===== config.mk =====
export PLATFORM = sky130hd
export DESIGN_NAME = m2_block_scheduler
export DESIGN_NICKNAME = d
export VERILOG_FILES = /design/src/rtl/m2_block_scheduler.sv
export SDC_FILE = /design/constraint.sdc
export NUM_CORES = 1
export LEC_CHECK = 0
export ABC_AREA = 0
export ABC_CLOCK_PERIOD_IN_PS = 1800
export BUFFER_PORTS_ARGS = -buffer_cell sky130_fd_sc_hd__buf_2
export CAP_MARGIN = 20
export CORE_MARGIN = 5
export CORE_UTILIZATION = 30
export CTS_CLUSTER_SIZE = 24
export DETAILED_ROUTE_END_ITERATION = 8
export GPL_TIMING_DRIVEN = 1
export PLACE_DENSITY = 0.55
export SETUP_SLACK_MARGIN = 0.3
export SLEW_MARGIN = 15
export SYNTH_ARGS = -nofsm -noshare
export SYNTH_HDL_FRONTEND = slang
export SYNTH_SLANG_ARGS = --single-unit

===== constraint.sdc =====
create_clock -name CLOCK_50_I -period 1.8 [get_ports CLOCK_50_I]
set_input_delay 0.27 -clock CLOCK_50_I [delete_from_list [all_inputs] [get_ports CLOCK_50_I]]
set_output_delay 0.27 -clock CLOCK_50_I [all_outputs]
set_load 0.03 [all_outputs]

===== src/rtl/m2_block_scheduler.sv =====
// Milestone 2 block scheduler: sequences the FS/CT/CS/WS units over all
// 8x8 blocks of a frame in lead-in / common-case / lead-out order, and
// hands the single SRAM port to FS (reads) or WS (writes) by phase.
module m2_block_scheduler #(
    parameter int NUM_BLOCKS = 2400
) (
    input  logic        CLOCK_50_I,
    input  logic        Resetn,
    input  logic        M2_start,
    output logic        M2_done,
    output logic        FS_start,
    output logic        CT_start,
    output logic        CS_start,
    output logic        WS_start,
    input  logic        FS_done,
    input  logic        CT_done,
    input  logic        CS_done,
    input  logic        WS_done,
    input  logic [17:0] FS_SRAM_address,
    input  logic [17:0] WS_SRAM_address,
    input  logic [15:0] WS_SRAM_write_data,
    input  logic        WS_SRAM_we_n,
    output logic [17:0] SRAM_address,
    output logic [15:0] SRAM_write_data,
    output logic        SRAM_we_n,
    output logic [11:0] block_count
);

    localparam logic [11:0] NB = 12'(NUM_BLOCKS);

    // Unit bit positions inside every 4-bit unit vector: {WS, CS, CT, FS}
    localparam int U_FS = 0;
    localparam int U_CT = 1;
    localparam int U_CS = 2;
    localparam int U_WS = 3;

    typedef enum logic [2:0] {
        S_IDLE,
        S_LI_FS,
        S_LI_CT,
        S_CC_CSFS,
        S_CC_CTWS,
        S_LO_CS,
        S_LO_WS,
        S_DONE
    } state_t;

    state_t      r_state;
    state_t      w_state_next;
    logic [3:0]  w_done_in;
    logic [3:0]  r_done_q;
    logic [3:0]  w_evt;
    logic [3:0]  w_active;
    logic [3:0]  r_flag;
    logic [3:0]  w_flag_next;
    logic [3:0]  r_start;
    logic [3:0]  w_start_next;
    logic [11:0] r_k;
    logic [11:0] w_k_next;
    logic [11:0] r_w;
    logic [11:0] w_w_next;
    logic        w_all_done;

    // Which units a state is running; also the start set on entry to it.
    function automatic logic [3:0] active_mask(input state_t s);
        logic [3:0] m;
        m = 4'b0000;
        case (s)
            S_LI_FS:   m[U_FS] = 1'b1;
            S_LI_CT:   m[U_CT] = 1'b1;
            S_CC_CSFS: begin m[U_CS] = 1'b1; m[U_FS] = 1'b1; end
            S_CC_CTWS: begin m[U_CT] = 1'b1; m[U_WS] = 1'b1; end
            S_LO_CS:   m[U_CS] = 1'b1;
            S_LO_WS:   m[U_WS] = 1'b1;
            default:   m = 4'b0000;
        endcase
        return m;
    endfunction

    assign w_done_in = {WS_done, CS_done, CT_done, FS_done};
    assign w_active  = active_mask(r_state);

    // Rising-edge events, kept only for units the current state is waiting on
    for (genvar gi = 0; gi < 4; gi++) begin : g_evt
        assign w_evt[gi] = w_done_in[gi] & ~r_done_q[gi] & w_active[gi];
    end

    // Exit as soon as the last outstanding unit's edge is seen
    assign w_all_done = (w_active != 4'b0000) &&
                        (((r_flag | w_evt) & w_active) == w_active);

    // Next-state, fetch index and written-block count
    always_comb begin
        w_state_next = r_state;
        w_k_next     = r_k;
        w_w_next     = r_w;
        case (r_state)
            S_IDLE: begin
                if (M2_start) begin
                    w_state_next = S_LI_FS;
                    w_k_next     = 12'd0;
                    w_w_next     = 12'd0;
                end
            end
            S_LI_FS: begin
                if (w_all_done) begin
                    w_state_next = S_LI_CT;
                    w_k_next     = 12'd1;
                end
            end
            S_LI_CT: begin
                if (w_all_done)
                    w_state_next = (r_k < NB) ? S_CC_CSFS : S_LO_CS;
            end
            S_CC_CSFS: begin
                if (w_all_done) begin
                    w_state_next = S_CC_CTWS;
                    w_k_next     = r_k + 12'd1;
                end
            end
            S_CC_CTWS: begin
                if (w_all_done) begin
                    w_w_next     = r_w + 12'd1;
                    w_state_next = (r_k < NB) ? S_CC_CSFS : S_LO_CS;
                end
            end
            S_LO_CS: begin
                if (w_all_done)
                    w_state_next = S_LO_WS;
            end
            S_LO_WS: begin
                if (w_all_done) begin
                    w_w_next     = r_w + 12'd1;
                    w_state_next = S_DONE;
                end
            end
            S_DONE:  w_state_next = S_IDLE;
            default: w_state_next = S_IDLE;
        endcase
    end

    // Flags accumulate within a state and clear on any state change;
    // starts fire only on entry, so they last exactly one cycle.
    assign w_flag_next  = (w_state_next != r_state) ? 4'b0000 : (r_flag | w_evt);
    assign w_start_next = (w_state_next != r_state) ? active_mask(w_state_next) : 4'b0000;

    // State register
    always_ff @(posedge CLOCK_50_I or negedge Resetn) begin
        if (!Resetn)
            r_state <= S_IDLE;
        else
            r_state <= w_state_next;
    end

    // Edge latches, completion flags, start pulses and counters
    always_ff @(posedge CLOCK_50_I or negedge Resetn) begin
        if (!Resetn) begin
            r_done_q <= 4'b0000;
            r_flag   <= 4'b0000;
            r_start  <= 4'b0000;
            r_k      <= 12'd0;
            r_w      <= 12'd0;
        end else begin
            r_done_q <= w_done_in;
            r_flag   <= w_flag_next;
            r_start  <= w_start_next;
            r_k      <= w_k_next;
            r_w      <= w_w_next;
        end
    end

    assign FS_start    = r_start[U_FS];
    assign CT_start    = r_start[U_CT];
    assign CS_start    = r_start[U_CS];
    assign WS_start    = r_start[U_WS];
    assign M2_done     = (r_state == S_DONE);
    assign block_count = r_w;

    // SRAM port ownership by phase; FS is read-only so its we_n stays high
    always_comb begin
        SRAM_address    = 18'd0;
        SRAM_write_data = 16'd0;
        SRAM_we_n       = 1'b1;
        case (r_state)
            S_LI_FS, S_CC_CSFS: begin
                SRAM_address = FS_SRAM_address;
            end
            S_CC_CTWS, S_LO_WS: begin
                SRAM_address    = WS_SRAM_address;
                SRAM_write_data = WS_SRAM_write_data;
                SRAM_we_n       = WS_SRAM_we_n;
            end
            default: begin
                SRAM_address    = 18'd0;
                SRAM_write_data = 16'd0;
                SRAM_we_n       = 1'b1;
            end
        endcase
    end

endmodule


Word level (Yosys, flattened, before mapping)
Cells that the tools add are included.

operators by class
  magnitude comparators = 1
  mux-type cells = 27
  reduce and logical (&&, ||, !) cells = 15
  bitwise operators = 14
  equality and inequality tests = 19
  add/sub/neg operators = 2

operators by type and width
  operator                                             number
  two-way mux 12 bit                                   4
  case mux 12 bit (3 select lines)                     1
  case mux 18 bit (2 select lines)                     1
  adder 12 x 1 -> 12 bit, second input constant        2
  case mux 12 bit (2 select lines)                     1
  equality test 3 bit, second input constant           7
  two-way mux 3 bit                                    7
  case mux 3 bit (7 select lines)                      1
  two-way mux 16 bit                                   1
  OR reduction 2 bit                                   8
  equality test 3 x 2 -> 1 bit, second input constant  4
  < comparator 12 bit, second input constant           1
  two-way mux 1 bit                                    9
  AND 1 bit                                            8
  two-way mux 4 bit                                    2
  equality test 3 x 1 -> 1 bit, second input constant  2
  != test 2 bit, second input constant                 3
  AND 4 bit                                            1
  equality test 4 bit                                  1
  inverter 1 bit                                       4
  OR 4 bit                                             1
  AND reduction 4 bit                                  1
  nonzero test 4 bit                                   1
  logical NOT 3 bit                                    1
  other kinds (6)                                      6

storage, ports and cells
  register bits after elaboration = 39
  word-level logic and storage cells = 84
  bits of input ports = 60

Logic depth before layout (Yosys ltp)
  depth in word-level cells = 14
  mapped depth = 7
  depth with buffers taken out = 5

Worst setup path before layout
Ideal clock, no wire load.

  kind = reg2reg
  start point = register r_state[0]
  end point = register r_w[11] (netlist: block_count[11])
  arrival time = 1.837 ns
  path slack = -0.115 ns
  required time = 1.722 ns
  clock period less this slack = 1.915 ns
  library setup time = 0.078 ns
  stages on the path, launching flop included = 8
  cell sequence = dfrtp_1 > and2b_1 > buf_6 > o21ai_2 > or4b_1 > clkbuf_1 > or3_1 > a21oi_1

on the way
  word-level cells in the longest chain between the ends = 10
  elaborated cells on any way between the ends = 29
  those cells by class = 9 x eq/ne; 5 x mux; 6 x bitwise; 9 x reduce/logical

ends and longest elaborated chain
  what                                                  line  source
  start, declared                                       48    state_t r_state;
  start signal, assigned                                152   r_state <= w_state_next;
  equality test 3 x 1 -> 1 bit (tied with other cells)  68    case (s)
  OR reduction 2 bit (no line)                          n/a
  two-way mux 1 bit                                     68
  AND 1 bit                                             85    assign w_evt[gi] = w_done_in[gi] & ~r_done_q[gi] & w_active[gi];
  OR 4 bit                                              90    (((r_flag | w_evt) & w_active) == w_active);
  AND 4 bit                                             90
  equality test 4 bit                                   90
  logical AND 1 bit                                     89    assign w_all_done = (w_active != 4'b0000) &&
  != test 2 x 1 -> 1 bit (no line)                      n/a
  AND reduction 3 bit (no line)                         n/a
  end signal, assigned                                  168   r_w <= w_w_next;
  end, declared                                         60    logic [11:0] r_w;

Parallel ways exist; a longest one is shown, timed or not.
A chain may end at the register's enable or synchronous reset.

Worst setup path after layout
  start point = register r_state[2]
  end point = output port SRAM_address[3]

on the way
  word-level cells in the longest chain between the ends = 3
  elaborated cells on any way between the ends = 7
  those cells by class = 4 x eq/ne; 1 x mux; 2 x reduce/logical

ends and longest elaborated chain
  what                                         line  source
  equality test 3 bit (tied with other cells)  184   case (r_state)
  OR reduction 2 bit (no line)                 n/a
  case mux 18 bit (2 select lines) *           184
  end, declared                                23    output logic [17:0] SRAM_address,

Mark *: on every way between the ends. The rest lies on a longest branch, timed or not.

==> summary.md <==
| Metric | Value |
|---|---|
| Clock latency at the later pin of the worst-skew pair | `0.29 ns` |
| Post-route DRC | `0` |
| Worst path most repeated cell | `sky130_fd_sc_hd__buf_6` |
| Instance count along the most critical hold path | `1` |
| Post-route design area | `4330 um2` |
| Largest net degree at the start of global routing | `24` |
| Core region area | `7290 um2` |
| Post-synthesis cell count | `253` |
| Remaining antenna violation count | `0` |
| Flip-flop and latch count after synthesis | `39` |
| Initial core utilization | `31.1%` |
| Top cell type by total area after synthesis | `sky130_fd_sc_hd__dfrtp_1` |
| Pins over their slew limit | `0` |
| Number of unique standard cell types used by synthesis | `45` |
| Netlist area before placement | `2270 um2` |
| Tightest Pin Transition | `0.441 ns` |
| Placement Setup Slack | `-0.217 ns` |
| Power share of the combinational group | `71.1%` |
| Clock-pin slew reported for the worst setup and hold paths after clock tree synthesis | `0.08 ns` |
| H-Tree Level Count | `2` |
| Time the worst path needs with I/O delays and setup | `2.00 ns` |
| Buffers from clock root to sink, at most | `2` |
| Critical path data arrival time | `1.73 ns` |
| Num ports | `112` |
| Result of the run | `finished, violations left` |
| Total Die Area | `9400 um2` |
| Fraction of layout cells with a size suffix above 1 | `62.1%` |
| Final worst setup slack | `-0.200 ns` |
| Static Leakage | `2.08 nW` |
| Net Switching | `0.00264 W` |
| DR vias | `2636` |
| Setup TNS | `-7.14 ns` |
| Cell-internal power | `0.00354 W` |
| Final hold violation count | `0` |
| Synthesized Nets | `315` |
| Cell area reported after detailed placement | `3260 um2` |
| Tot GR Track Use | `17.2%` |
| Number of buffers added on ports | `111` |
| Most common cell after layout, fill and taps aside | `sky130_fd_sc_hd__buf_2` |
| Power density over the cells | `1430 nW/um2` |
| Fraction of synthesis flops using an asynchronous set or reset pin | `100%` |
| Most used flip-flop cell after synthesis | `sky130_fd_sc_hd__dfrtp_1` |
| Worst Clk Skew | `0.0129 ns` |
| Share of total power in the clock network | `9.6%` |
| Diode insertion count for antenna repair | `0` |
| Detailed placement HPWL | `5.50 mm` |
| TritonCTS clock tree | `built` |
| Final-report setup violation count | `60` |
| Most used cells in the layout excluding fill and tap cells | `sky130_fd_sc_hd__buf_2, sky130_fd_sc_hd__buf_6, sky130_fd_sc_hd__buf_4` |
| Switching Share | `42.7%` |
| Top delay family on crit path | `buffers and inverters` |
| TritonCTS sink count | `39` |
| Overall overflow remaining after global route | `0` |
| Number of buffers inserted during clock tree synthesis | `5` |
| Combined buffer and inverter count along the critical path | `4` |
| Number of iterations in the first detailed-routing pass | `4` |
| Area Growth Syn to Fin | `91.1%` |
| Average wire length per cell after detail routing | `16.6 um` |
| VDD IR max | `742 uV` |
| Final hold slack | `0.0856 ns` |
| Hold crit path type | `input port to register` |
| CP Depth | `6` |
| Share of the synthesized area in the top cell type | `43.0%` |
| Synth warn | `0` |
| Violated checks | `setup timing` |
| CTS root buf | `sky130_fd_sc_hd__clkbuf_8` |
| Detail-routed via count per cell | `5.06` |
| Final-stage net count | `483` |
| Starting DRT DRC Count | `83` |
| Number of placement rows | `31` |
| Crit share post-route | `111%` |
| Crit path capture type | `primary output` |
| Placer congestion estimate | `0.899` |
| Synthesized area per cell | `8.97 um2` |
| Crit path largest cell delay | `0.42 ns` |
| Sequential element share of the synthesized area | `43.0%` |
| Max Clk Rate | `0.500 GHz` |
| Series of cell instances along the critical path | `buf_6, and2b_4, buf_6, buf_12, a22o_2, buf_6` |
| Count of cells along the worst register-to-register path | `7` |
| Portion of total power attributed to sequential cells | `19.3%` |
| Die Height | `97.0 um` |
| Total detailed-routing wirelength | `8.64 mm` |
| Number of flops mapped to enable cells by yosys | `0` |
| First-pass GRT wire length | `13.4 mm` |
| Setup repair after global routing missed its margin | `yes` |
| Relative slew slack | `70.6%` |
| Crit Path Class | `register to primary output` |
| Antenna violations before repair | `0` |
| Number of violations of the max-capacitance limit | `0` |
| Crit path max-delay cell type | `sky130_fd_sc_hd__dfrtp_1` |
| Endpoint required time on the critical path | `1.53 ns` |
| Biggest area contributors in the synthesized netlist | `sky130_fd_sc_hd__dfrtp_1, sky130_fd_sc_hd__a22o_1, sky130_fd_sc_hd__and2_1` |
| Crit-path max FO | `9` |
| Number of global-route vias before repair | `2613` |
| Element type at the critical path start | `register` |
| Die X | `97.0 um` |
==> power by group through the flow <==
stage          registers (W)  clock network, W  logic, W
5_1_grt              0.00121          0.000637   0.00466
2_1_floorplan        0.00127                 0   0.00171
6_report             0.00119          0.000593   0.00439
4_1_cts              0.00118          0.000603   0.00389
3_5_place_dp         0.00120                 0   0.00284
3_3_place_gp         0.00120                 0   0.00284
==> path summary, 6_finish.rpt <==
| check | start | slack [ns] | to |
|---|---|---|---|
| max | r_state[2]$_DFF_PN0_ | -0.20 | SRAM_address[3] |
| min reg2reg | block_count[6]$_DFFE_PN0P_ | 0.53 | block_count[6]$_DFFE_PN0P_ |
| min | WS_done | 0.09 | r_done_q[3]$_DFF_PN0_ |
| max reg2reg | r_state[2]$_DFF_PN0_ | -0.19 | r_k[8]$_DFFE_PN0P_ |
| max in group asynchronous | Resetn | 0.88 | block_count[4]$_DFFE_PN0P_ |
| min in group asynchronous | Resetn | 0.45 | r_k[4]$_DFFE_PN0P_ |
==> synthesized netlist by cell type (5+ instances only) <==
cell	n
sky130_fd_sc_hd__dfrtp_1	39
sky130_fd_sc_hd__a21oi_1	18
sky130_fd_sc_hd__a22o_1	18
sky130_fd_sc_hd__o21ai_0	18
sky130_fd_sc_hd__and2_1	17
sky130_fd_sc_hd__nor2_1	17
sky130_fd_sc_hd__nand2_1	16
sky130_fd_sc_hd__or3_1	14
sky130_fd_sc_hd__nand3_1	10
sky130_fd_sc_hd__clkbuf_1	9
sky130_fd_sc_hd__nor3_1	9
sky130_fd_sc_hd__nor2b_1	5
sky130_fd_sc_hd__xnor2_1	5
==> kinds of logic (layout without fill, tap and decap cells) <==
kind of cell,Yosys count,count (layout),synth area share (%)
AOI/OAI and AO/OA,70,70,20.6
xor gates and xnor gates,6,6,2.32
adders and majority gates,2,2,1.10
buffers and inverters,18,187,3.47
DFF,39,39,43.0
muxes,4,4,1.77
and+or+nand+nor,114,114,27.7
==> state kept, by name, indices dropped and copies added, names as in the netlist <==
register	flops
r_flag	4
r_start	4
block_count	12
r_state	3
r_done_q	4
r_k	12
==> repair_timing <==
item                       4_1_cts  5_1_grt
buffers inserted                 9        4
hold buffers                     1        0
setup endpoints to repair       68       70
gates cloned                     6        2
pin swaps                        5       35
gates resized for setup        135       50
hold endpoints to repair        16        0
==> stage by stage <==
stage | std cells | utilization (%) | power, W
6_report | 521 | 59.4 | 0.00618
3_3_place_gp | 491 | 44.7 | 0.00403
3_5_place_dp | 491 | 44.7 | 0.00404
5_1_grt | 521 | 59.4 | 0.00651
4_1_cts | 515 | 55.3 | 0.00567
2_1_floorplan | 253 | - | 0.00297
==> routing by layer <==
metal  GRT usage [%]  share of wire (%)  wire (um)  up-vias
met1            21.5                 41       3510     1303
li1                -                  -          -     1275
met2            31.6                 55       4760       48
met4            2.92                1.0         87        0
met3            2.66                3.2        280       10
met5               0                  0          0        -
==> layout make-up <==
| type | count | area [um2] |
|---|---|---|
| repair buffers | 176 | 1500 |
| inverters | 3 | 13.8 |
| clock inverters | 2 | 12.5 |
| well taps | 99 | 124 |
| multi-input cells | 196 | 1640 |
| fillers | 638 | 2960 |
| flip-flops and latches | 39 | 978 |
| clock buffers | 6 | 72.6 |
Note: power is estimated with default switching activity, not from simulation.
